## src/rtl/pick_two_animator.sv

```systemverilog
// rtl/pick_two_animator.sv - ring grow/hold/shrink animator stepped by synchronized frame ticks
module pick_two_animator #(
    parameter int RMIN        = 110,
    parameter int RMAX        = 200,
    parameter int GROW_STEP   = 2,
    parameter int HOLD_FRAMES = 60,
    parameter int ANGLE_STEP  = 6,
    parameter int ANGLE_WRAP  = 360
) (
    input  logic       CLK,
    input  logic       Reset,
    input  logic       frame_clk,
    input  logic       start,
    input  logic       abort,
    input  logic [9:0] anchorX,
    input  logic [9:0] anchorY,
    output logic [9:0] centerX,
    output logic [9:0] centerY,
    output logic [9:0] radius,
    output logic [9:0] PickX,
    output logic       active,
    output logic       done
);
    localparam int HW = $clog2(HOLD_FRAMES + 1);
    localparam logic [9:0] X_LO = 10'd211;
    localparam logic [9:0] X_HI = 10'd428;
    localparam logic [9:0] Y_LO = 10'd211;
    localparam logic [9:0] Y_HI = 10'd268;

    typedef enum logic [1:0] {IDLE, GROW, HOLD, SHRINK} state_t;

    state_t        state_q, state_d;
    logic [9:0]    radius_q, radius_d, pick_q, pick_d, cx_q, cx_d, cy_q, cy_d;
    logic [HW-1:0] hold_q, hold_d, hold_inc;
    logic          active_q, active_d, done_q, done_d;
    logic          sync1_q, sync2_q, edge_q, fill1_q, fill2_q, armed_q;
    logic          tick;
    logic [10:0]   pick_sum, rad_up;
    logic [9:0]    pick_next, rad_grow, rad_shrink;

    function automatic logic [9:0] clamp(input logic [9:0] v, input logic [9:0] lo,
                                         input logic [9:0] hi);
        if (v < lo)
            return lo;
        else if (v > hi)
            return hi;
        return v;
    endfunction

    // A level already high at reset release must fall before its rise can count.
    always_ff @(posedge CLK or posedge Reset) begin
        if (Reset) begin
            sync1_q <= 1'b0;
            sync2_q <= 1'b0;
            edge_q  <= 1'b0;
            fill1_q <= 1'b0;
            fill2_q <= 1'b0;
            armed_q <= 1'b0;
        end else begin
            sync1_q <= frame_clk;
            sync2_q <= sync1_q;
            edge_q  <= sync2_q;
            fill1_q <= 1'b1;
            fill2_q <= fill1_q;
            if (fill2_q && !sync2_q)
                armed_q <= 1'b1;
        end
    end

    assign tick = sync2_q & ~edge_q & armed_q;

    always_comb begin
        pick_sum   = {1'b0, pick_q} + 11'(ANGLE_STEP);
        pick_next  = (pick_sum >= 11'(ANGLE_WRAP)) ? 10'(pick_sum - 11'(ANGLE_WRAP))
                                                   : pick_sum[9:0];
        rad_up     = {1'b0, radius_q} + 11'(GROW_STEP);
        rad_grow   = (rad_up >= 11'(RMAX)) ? 10'(RMAX) : rad_up[9:0];
        rad_shrink = ({1'b0, radius_q} <= 11'(RMIN + GROW_STEP)) ? 10'(RMIN)
                                                                 : radius_q - 10'(GROW_STEP);
        hold_inc   = hold_q + 1'b1;
    end

    always_comb begin
        state_d  = state_q;
        radius_d = radius_q;
        pick_d   = pick_q;
        cx_d     = cx_q;
        cy_d     = cy_q;
        hold_d   = hold_q;
        done_d   = 1'b0;
        if (abort) begin
            state_d  = IDLE;
            radius_d = 10'(RMIN);
        end else begin
            case (state_q)
                IDLE: if (start) begin
                    state_d  = GROW;
                    radius_d = 10'(RMIN);
                    pick_d   = 10'd0;
                    cx_d     = clamp(anchorX, X_LO, X_HI);
                    cy_d     = clamp(anchorY, Y_LO, Y_HI);
                end
                GROW: if (tick) begin
                    pick_d   = pick_next;
                    radius_d = rad_grow;
                    if (rad_grow == 10'(RMAX)) begin
                        state_d = HOLD;
                        hold_d  = '0;
                    end
                end
                HOLD: if (tick) begin
                    pick_d = pick_next;
                    hold_d = hold_inc;
                    if (hold_inc == HW'(HOLD_FRAMES))
                        state_d = SHRINK;
                end
                SHRINK: if (tick) begin
                    pick_d   = pick_next;
                    radius_d = rad_shrink;
                    if (rad_shrink == 10'(RMIN)) begin
                        state_d = IDLE;
                        done_d  = 1'b1;
                    end
                end
                default: state_d = IDLE;
            endcase
        end
        active_d = (state_d != IDLE);
    end

    always_ff @(posedge CLK or posedge Reset) begin
        if (Reset) begin
            state_q  <= IDLE;
            radius_q <= 10'(RMIN);
            pick_q   <= 10'd0;
            cx_q     <= 10'd320;
            cy_q     <= 10'd240;
            hold_q   <= '0;
            active_q <= 1'b0;
            done_q   <= 1'b0;
        end else begin
            state_q  <= state_d;
            radius_q <= radius_d;
            pick_q   <= pick_d;
            cx_q     <= cx_d;
            cy_q     <= cy_d;
            hold_q   <= hold_d;
            active_q <= active_d;
            done_q   <= done_d;
        end
    end

    assign centerX = cx_q;
    assign centerY = cy_q;
    assign radius  = radius_q;
    assign PickX   = pick_q;
    assign active  = active_q;
    assign done    = done_q;
endmodule

```

## config.mk

```make
export PLATFORM = sky130hd
export DESIGN_NAME = pick_two_animator
export DESIGN_NICKNAME = d
export VERILOG_FILES = /design/src/rtl/pick_two_animator.sv
export SDC_FILE = /design/constraint.sdc
export NUM_CORES = 1
export LEC_CHECK = 0
export ABC_AREA = 1
export CAP_MARGIN = 20
export CORE_MARGIN = 4
export CORE_UTILIZATION = 56
export CTS_CLUSTER_DIAMETER = 30
export DETAILED_ROUTE_END_ITERATION = 16
export GPL_ROUTABILITY_DRIVEN = 0
export PLACE_DENSITY_LB_ADDON = 0.25
export SLEW_MARGIN = 20
export SYNTH_ARGS = -nofsm -noshare
export SYNTH_HDL_FRONTEND = slang
export SYNTH_SLANG_ARGS = --single-unit
```

## constraint.sdc

```tcl
create_clock -name CLK -period 4.4 [get_ports CLK]
set_input_delay 0.88 -clock CLK [delete_from_list [all_inputs] [get_ports CLK]]
set_output_delay 0.88 -clock CLK [all_outputs]
set_load 0.02 [all_outputs]
```

==> results_dict.tcl, run 1 <==
set metrics [dict create \
    outcome "finished clean" \
    min_from "sync1_q" \
    maxCapViolCount 0 \
    numCtsBuffers 5 \
    grt_pass1_vias 3174 \
    switching_share_pct 39.1 \
    p_sw_w 0.000608 \
    ios 67 \
    required_ps 4610 \
    drive_above_1_share_pct 11.8 \
    crit_type "primary input to flop" \
    seqPwrFrac_pct 42.4 \
    ys.flop_type "dfrtp_1" \
    critPathCaptureType "flop" \
    power_density_nw_per_um2 372 \
    period_share_pct 62.8 \
    design_area_um2 4180 \
    finalHoldViolCount 0 \
    startpoint "start" \
    reg2regPathDepth 14 \
    syn_nets 476 \
    placed_cell_area_um2 4080 \
    cp.arrival_ps 2970 \
    holdWs_ps 366 \
    startpoint_type "primary input" \
    crit_fanout 14 \
    drt-total-wl_um 7930 \
    post_cts_buffers 0 \
    h-tree-depth 2 \
    r2r_start "PickX[1]" \
    hpwl_um 6100 \
    clockRootBuffer "clkbuf_8" \
    skew_ps 8.60 \
    max_clock_freq_ghz 0.362 \
    die_h_um 85.5 \
    hold_depth 0 \
    syn_inst 446 \
    via_per_inst 5.38 \
    grt_pass1_wl_um 13800 \
    fin_total_pwr_w 0.00155 \
    floorplan.initialDensity_pct 59.2 \
    peakVddDrop_uv 234 \
    cts_resized 0 \
    cts_tree "done" \
    ant_nets 0 \
    internal-power_w 0.000947 \
    synth-seq-cells 55 \
    clk_latency_ps 310 \
    final-max-slew-violation-count 0 \
    route.detailed.drc 0 \
    max-slew-margin-rel_pct 41.1 \
    p_leak_nw 2.03 \
    dr.pass1.iters 5 \
    min_period_ps 2760 \
    tns_ps 0 \
    wl_per_cell_um 13.5 \
    antenna_found_initial 0 \
    postCtsHoldBufs 0 \
    die_w_um 85.5 \
    fin_util_pct 73.7 \
    ys_seq_area_share_pct 41.4 \
    postSynth.asyncResetShare_pct 100 \
    holdCritPathClass "flop to flop" \
    track_usage_pct 22.9 \
    setup_violations 0 \
    yosysUniqueCellTypes 41 \
    p_clk_share_pct 19.2 \
    area_growth_pct 24.4 \
    antennaDiodeCount 0 \
    drt_iter0_drc 165 \
    core_area_um2 5680 \
    nNetsFinal 544 \
    pwr-share-comb_pct 38.4 \
    rsz0062_at_grt "false" \
    num_vias 3160 \
    synth_warnings 0 \
    synth-edff-count 0 \
    dieArea_um2 7310 \
    clkSlewWorstSetupHoldPaths_ps 110 \
    portBuffers 65 \
    globalRoute.totalOverflow 0 \
    grt_max_degree 33 \
    rows 27 \
    synth_area_um2 3360 \
    syn_avg_cell_area_um2 7.54 \
    cts.sinks 55 \
    cts_buffer_depth 2 \
    worst_pin_slew_ps 880 \
]
==> per-stage QoR <==
step,setup slack [ps],std cells
after floorplan,2180,446
after global placement,1420,579
after detailed placement,1350,579
after CTS,1680,587
after global routing,1440,587
final,1640,587
==> layout by cell type (no fill, tap or decap), types with 2 or more instances in the layout <==
master	synthesis	routed
nand3b_1	2	2
nand4_1	11	11
clkbuf_8	0	5
conb_1	2	2
nor3_1	2	2
o211ai_1	4	4
inv_2	8	9
nand2_2	9	9
inv_1	61	60
o22ai_1	4	4
dfrtp_1	44	44
nor2_1	48	48
nand3_1	28	28
clkdlybuf4s50_1	0	65
xor2_1	8	8
xnor2_1	2	2
ha_1	5	5
nand2_1	109	109
o21ai_0	29	29
nand3_4	2	2
o21ai_4	3	3
nand2_4	2	2
dfstp_2	11	11
o21bai_1	3	3
o21ai_1	4	4
nor2_2	6	6
nand3_2	2	2
a21oi_1	20	20
==> cell type report <==
| type | instances | area [µm²] |
|---|---|---|
| inverters | 70 | 263 |
| multi-input cells | 316 | 1680 |
| clock inverters | 3 | 27.5 |
| flip-flops and latches | 55 | 1390 |
| clock buffers | 5 | 68.8 |
| well taps | 72 | 90.1 |
| fillers | 432 | 1500 |
| repair buffers | 66 | 658 |
==> registers in the layout, summed over array words and instances, names as in the netlist <==
| register | count |
|---|---|
| centerY | 10 |
| sync2_q | 1 |
| active | 1 |
| fill1_q | 1 |
| sync1_q | 1 |
| armed_q | 1 |
| PickX | 9 |
| centerX | 10 |
| state_q | 2 |
| radius | 10 |
| hold_q | 6 |
| fill2_q | 1 |
| edge_q | 1 |
| done | 1 |
==> cell usage after synthesis, types with 2 or more instances <==
master	number	area share, %
nand2_1	109	12
inv_1	61	6.8
nor2_1	48	5.4
dfrtp_1	44	33
o21ai_0	29	4.3
nand3_1	28	4.2
a21oi_1	20	3.0
dfstp_2	11	8.6
nand4_1	11	2.0
nand2_2	9	1.7
inv_2	8	0.89
xor2_1	8	2.1
nor2_2	6	1.1
ha_1	5	1.9
o211ai_1	4	0.89
o21ai_1	4	0.60
o22ai_1	4	0.74
o21ai_4	3	1.5
o21bai_1	3	0.67
buf_2	2	0.30
clkbuf_1	2	0.22
conb_1	2	0.22
nand2_4	2	0.67
nand3_2	2	0.60
nand3_4	2	1.0
nand3b_1	2	0.45
nor3_1	2	0.30
xnor2_1	2	0.52
==> per-layer routing <==
metal	GRT usage [%]	up-vias	part of all wire, %
li1	-	1564	-
met1	30.5	1473	46
met2	38.1	115	46
met3	5.83	8	6.5
met4	4.46	0	0.84
met5	0	-	0
==> final timing paths <==
check / endpoint / slack, ps
max: centerX[7] / 1640
min: sync2_q / 370
max reg2reg: PickX[7] / 1970
min reg2reg: sync2_q / 370
max in group asynchronous: centerX[6] / 2690
min in group asynchronous: radius[4] / 900
==> cells by family (layout without fill, tap and decap cells) <==
kind of cell	count (synthesis)	in the layout	synth area share, %
other	2	2	0.223
and+or+nand+nor	226	226	31.8
xor gates and xnor gates	10	10	2.61
DFF	55	55	41.4
adders and majority gates	5	5	1.86
buffers and inverters	75	144	8.56
AOI/OAI and AO/OA	73	73	13.6
==> critical path: stages <==
cell and delay (ps):
clkdlybuf4s50_1 510, nand2_1 100, nor2_1 680, inv_1 420
nor2_1 180, nand2_1 70, o21ai_0 90, inv_1 50
==> power by group through the flow <==
stage          Clock [W]  Combinational (W)  Sequential, W
3_3_place_gp           0           0.000579       0.000668
5_1_grt         0.000329           0.000659       0.000672
2_1_floorplan          0           0.000288       0.000735
3_5_place_dp           0           0.000595       0.000664
6_report        0.000298           0.000597       0.000660
4_1_cts         0.000304           0.000598       0.000659
No activity file was read; power rests on OpenSTA's default activity.
==> inputs of run 2 (changes only) <==
--- a/config.mk
+++ b/config.mk
@@ -8,7 +8,7 @@
 export ABC_AREA = 1
 export CAP_MARGIN = 20
 export CORE_MARGIN = 4
-export CORE_UTILIZATION = 56
+export CORE_UTILIZATION = 52
 export CTS_CLUSTER_DIAMETER = 30
 export DETAILED_ROUTE_END_ITERATION = 16
 export GPL_ROUTABILITY_DRIVEN = 0
==> constraint.sdc (replaced) <==
create_clock -name CLK -period 2.8 [get_ports CLK]
set_input_delay 0.56 -clock CLK [delete_from_list [all_inputs] [get_ports CLK]]
set_output_delay 0.56 -clock CLK [all_outputs]
set_load 0.02 [all_outputs]
==> run 2 against run 1 <==
Against the previous run:
- critical path depth up 6
- hold slack worse by 7.2 ps
- sequential power up 56%
- die area up 6.9%
- global-route usage down 1.6 points
- count of clock-buffer cells in the layout unchanged
- non-clock buffer count up 2
- via count down 2.4%
- clock power up 54%
- clock skew up 0.56 ps
- final area up 0.42%
- largest cell class unchanged
==> results_dict.tcl, run 2 (synthesis results as in run 1) <==
set metrics [dict create \
    track_usage_pct 21.4 \
    min_from "sync1_q" \
    post_cts_buffers 0 \
    rsz0062_at_grt "false" \
    p_leak_nw 2.03 \
    reg2regPathDepth 14 \
    power_density_nw_per_um2 580 \
    finalHoldViolCount 0 \
    worst_pin_slew_ps 629 \
    area_growth_pct 24.9 \
    required_ps 2970 \
    tns_ps 0 \
    numCtsBuffers 5 \
    cts_buffer_depth 2 \
    hold_depth 0 \
    antennaDiodeCount 0 \
    cts_tree "done" \
    ant_nets 0 \
    setup_violations 0 \
    drt_iter0_drc 231 \
    route.met2.wl_um 3650 \
    crit_fanout 9 \
    num_vias 3085 \
    drive_above_1_share_pct 12.2 \
    period_share_pct 87.8 \
    worst_slack_ps 341 \
    wl_met1_um 3630 \
    clkSlewWorstSetupHoldPaths_ps 100 \
    h-tree-depth 2 \
    die_w_um 88.4 \
    startpoint "PickX[1]" \
    wl_per_cell_um 13.4 \
    antenna_found_initial 0 \
    dr.pass1.iters 5 \
    portBuffers 65 \
    via_per_inst 5.19 \
    outcome "finished clean" \
    peakVddDrop_uv 427 \
    drt-total-wl_um 7970 \
    rows 29 \
    cts.sinks 55 \
    skew_ps 9.16 \
    whs_endpoint "sync2_q" \
    maxCapViolCount 0 \
    hpwl_um 6070 \
    final_cells 594 \
    cts_resized 0 \
    clk_latency_ps 310 \
    cp.arrival_ps 2630 \
    postCtsHoldBufs 0 \
    grt_max_degree 27 \
    grt_pass1_vias 2920 \
    holdCritPathClass "flop to flop" \
    route.detailed.drc 0 \
    fin_total_pwr_w 0.00243 \
    r2r_start "PickX[1]" \
    dp.cells 586 \
    crit_type "flop to flop" \
    critPathCaptureType "flop" \
    globalRoute.totalOverflow 0 \
    max_clock_freq_ghz 0.407 \
    mostFrequentLayoutCells "nand2_1 (109), clkdlybuf4s50_1 (65), inv_1 (60)" \
    holdWs_ps 359 \
    floorplan.initialDensity_pct 53.2 \
    min_period_ps 2460 \
    final-max-slew-violation-count 0 \
    pre_cts_slack_ps 413 \
    grt_pass1_wl_um 13300 \
    clockRootBuffer "clkbuf_8" \
    startpoint_type "flop" \
    final_common_cell "nand2_1" \
    r2r_slack_ps 340 \
    nNetsFinal 546 \
    core_area_um2 6310 \
    die_h_um 88.4 \
    ios 67 \
    routed-wl-met3_um 574 \
    r2r-end "PickX[3]" \
    max-slew-margin-rel_pct 58.1 \
    dieArea_um2 7810 \
    maxUsedRoutingLayer "met4" \
]
run 2: changes by cell type in the layout (fill, tap and decap cells not counted):
cell / delta
clkinvlp_4: +1
buf_4: +2
inv_8: -1
run 2: routing by layer:
metal | vias to the layer above | global-route usage [%]
li1 | 1556 | -
met3 | 11 | 5.68
met5 | - | 0
met1 | 1421 | 28.9
met4 | 0 | 5.77
met2 | 97 | 34.2
run 2: cell type report:
type,count,area [µm²]
timing repair buffer,68,673
fill,550,2120
clock buffer,5,68.8
tap,77,96.3
multi-input combinational,316,1680
clock inverter,3,23.8
inverter,70,263
sequential,55,1390
run 2: worst max path at each step:
stage	to	slack, ps	cells past startpoint
global placement	radius[3]	440	10
global route	PickX[3]	120	15
finish	PickX[3]	340	14
detailed placement	radius[3]	410	10
floorplan	PickX[6]	580	15
CTS	PickX[3]	360	14
run 2: metrics by stage:
| stage | area [µm²] | utilization, % |
|---|---|---|
| 3_5_place_dp | 4110 | 65.0 |
| 2_1_floorplan | 3360 | - |
| 3_3_place_gp | 4110 | 65.0 |
| 5_1_grt | 4200 | 66.5 |
| 6_report | 4200 | 66.5 |
| 4_1_cts | 4200 | 66.5 |
run 2: critical path, cell delays in order, from the launching register on:
cell and delay, ps:
dfrtp_1 420, inv_1 150, ha_1 320, nor2_8 80
nor2_2 170, inv_1 110, ha_1 200, inv_1 100
nand2_2 90, nor2_2 180, o21ai_4 90, nand3_4 150
nand2_1 90, nand3_1 100, o21ai_1 80
run 2: power breakdown:
group	total, W	switching, W	internal [W]	leakage, nW
clock network	0.000458	0.000279	0.000180	0.0408
registers	0.00103	0.000100	0.000931	0.676
logic	0.000944	0.000569	0.000375	1.32
total	0.00243	0.000948	0.00149	2.03
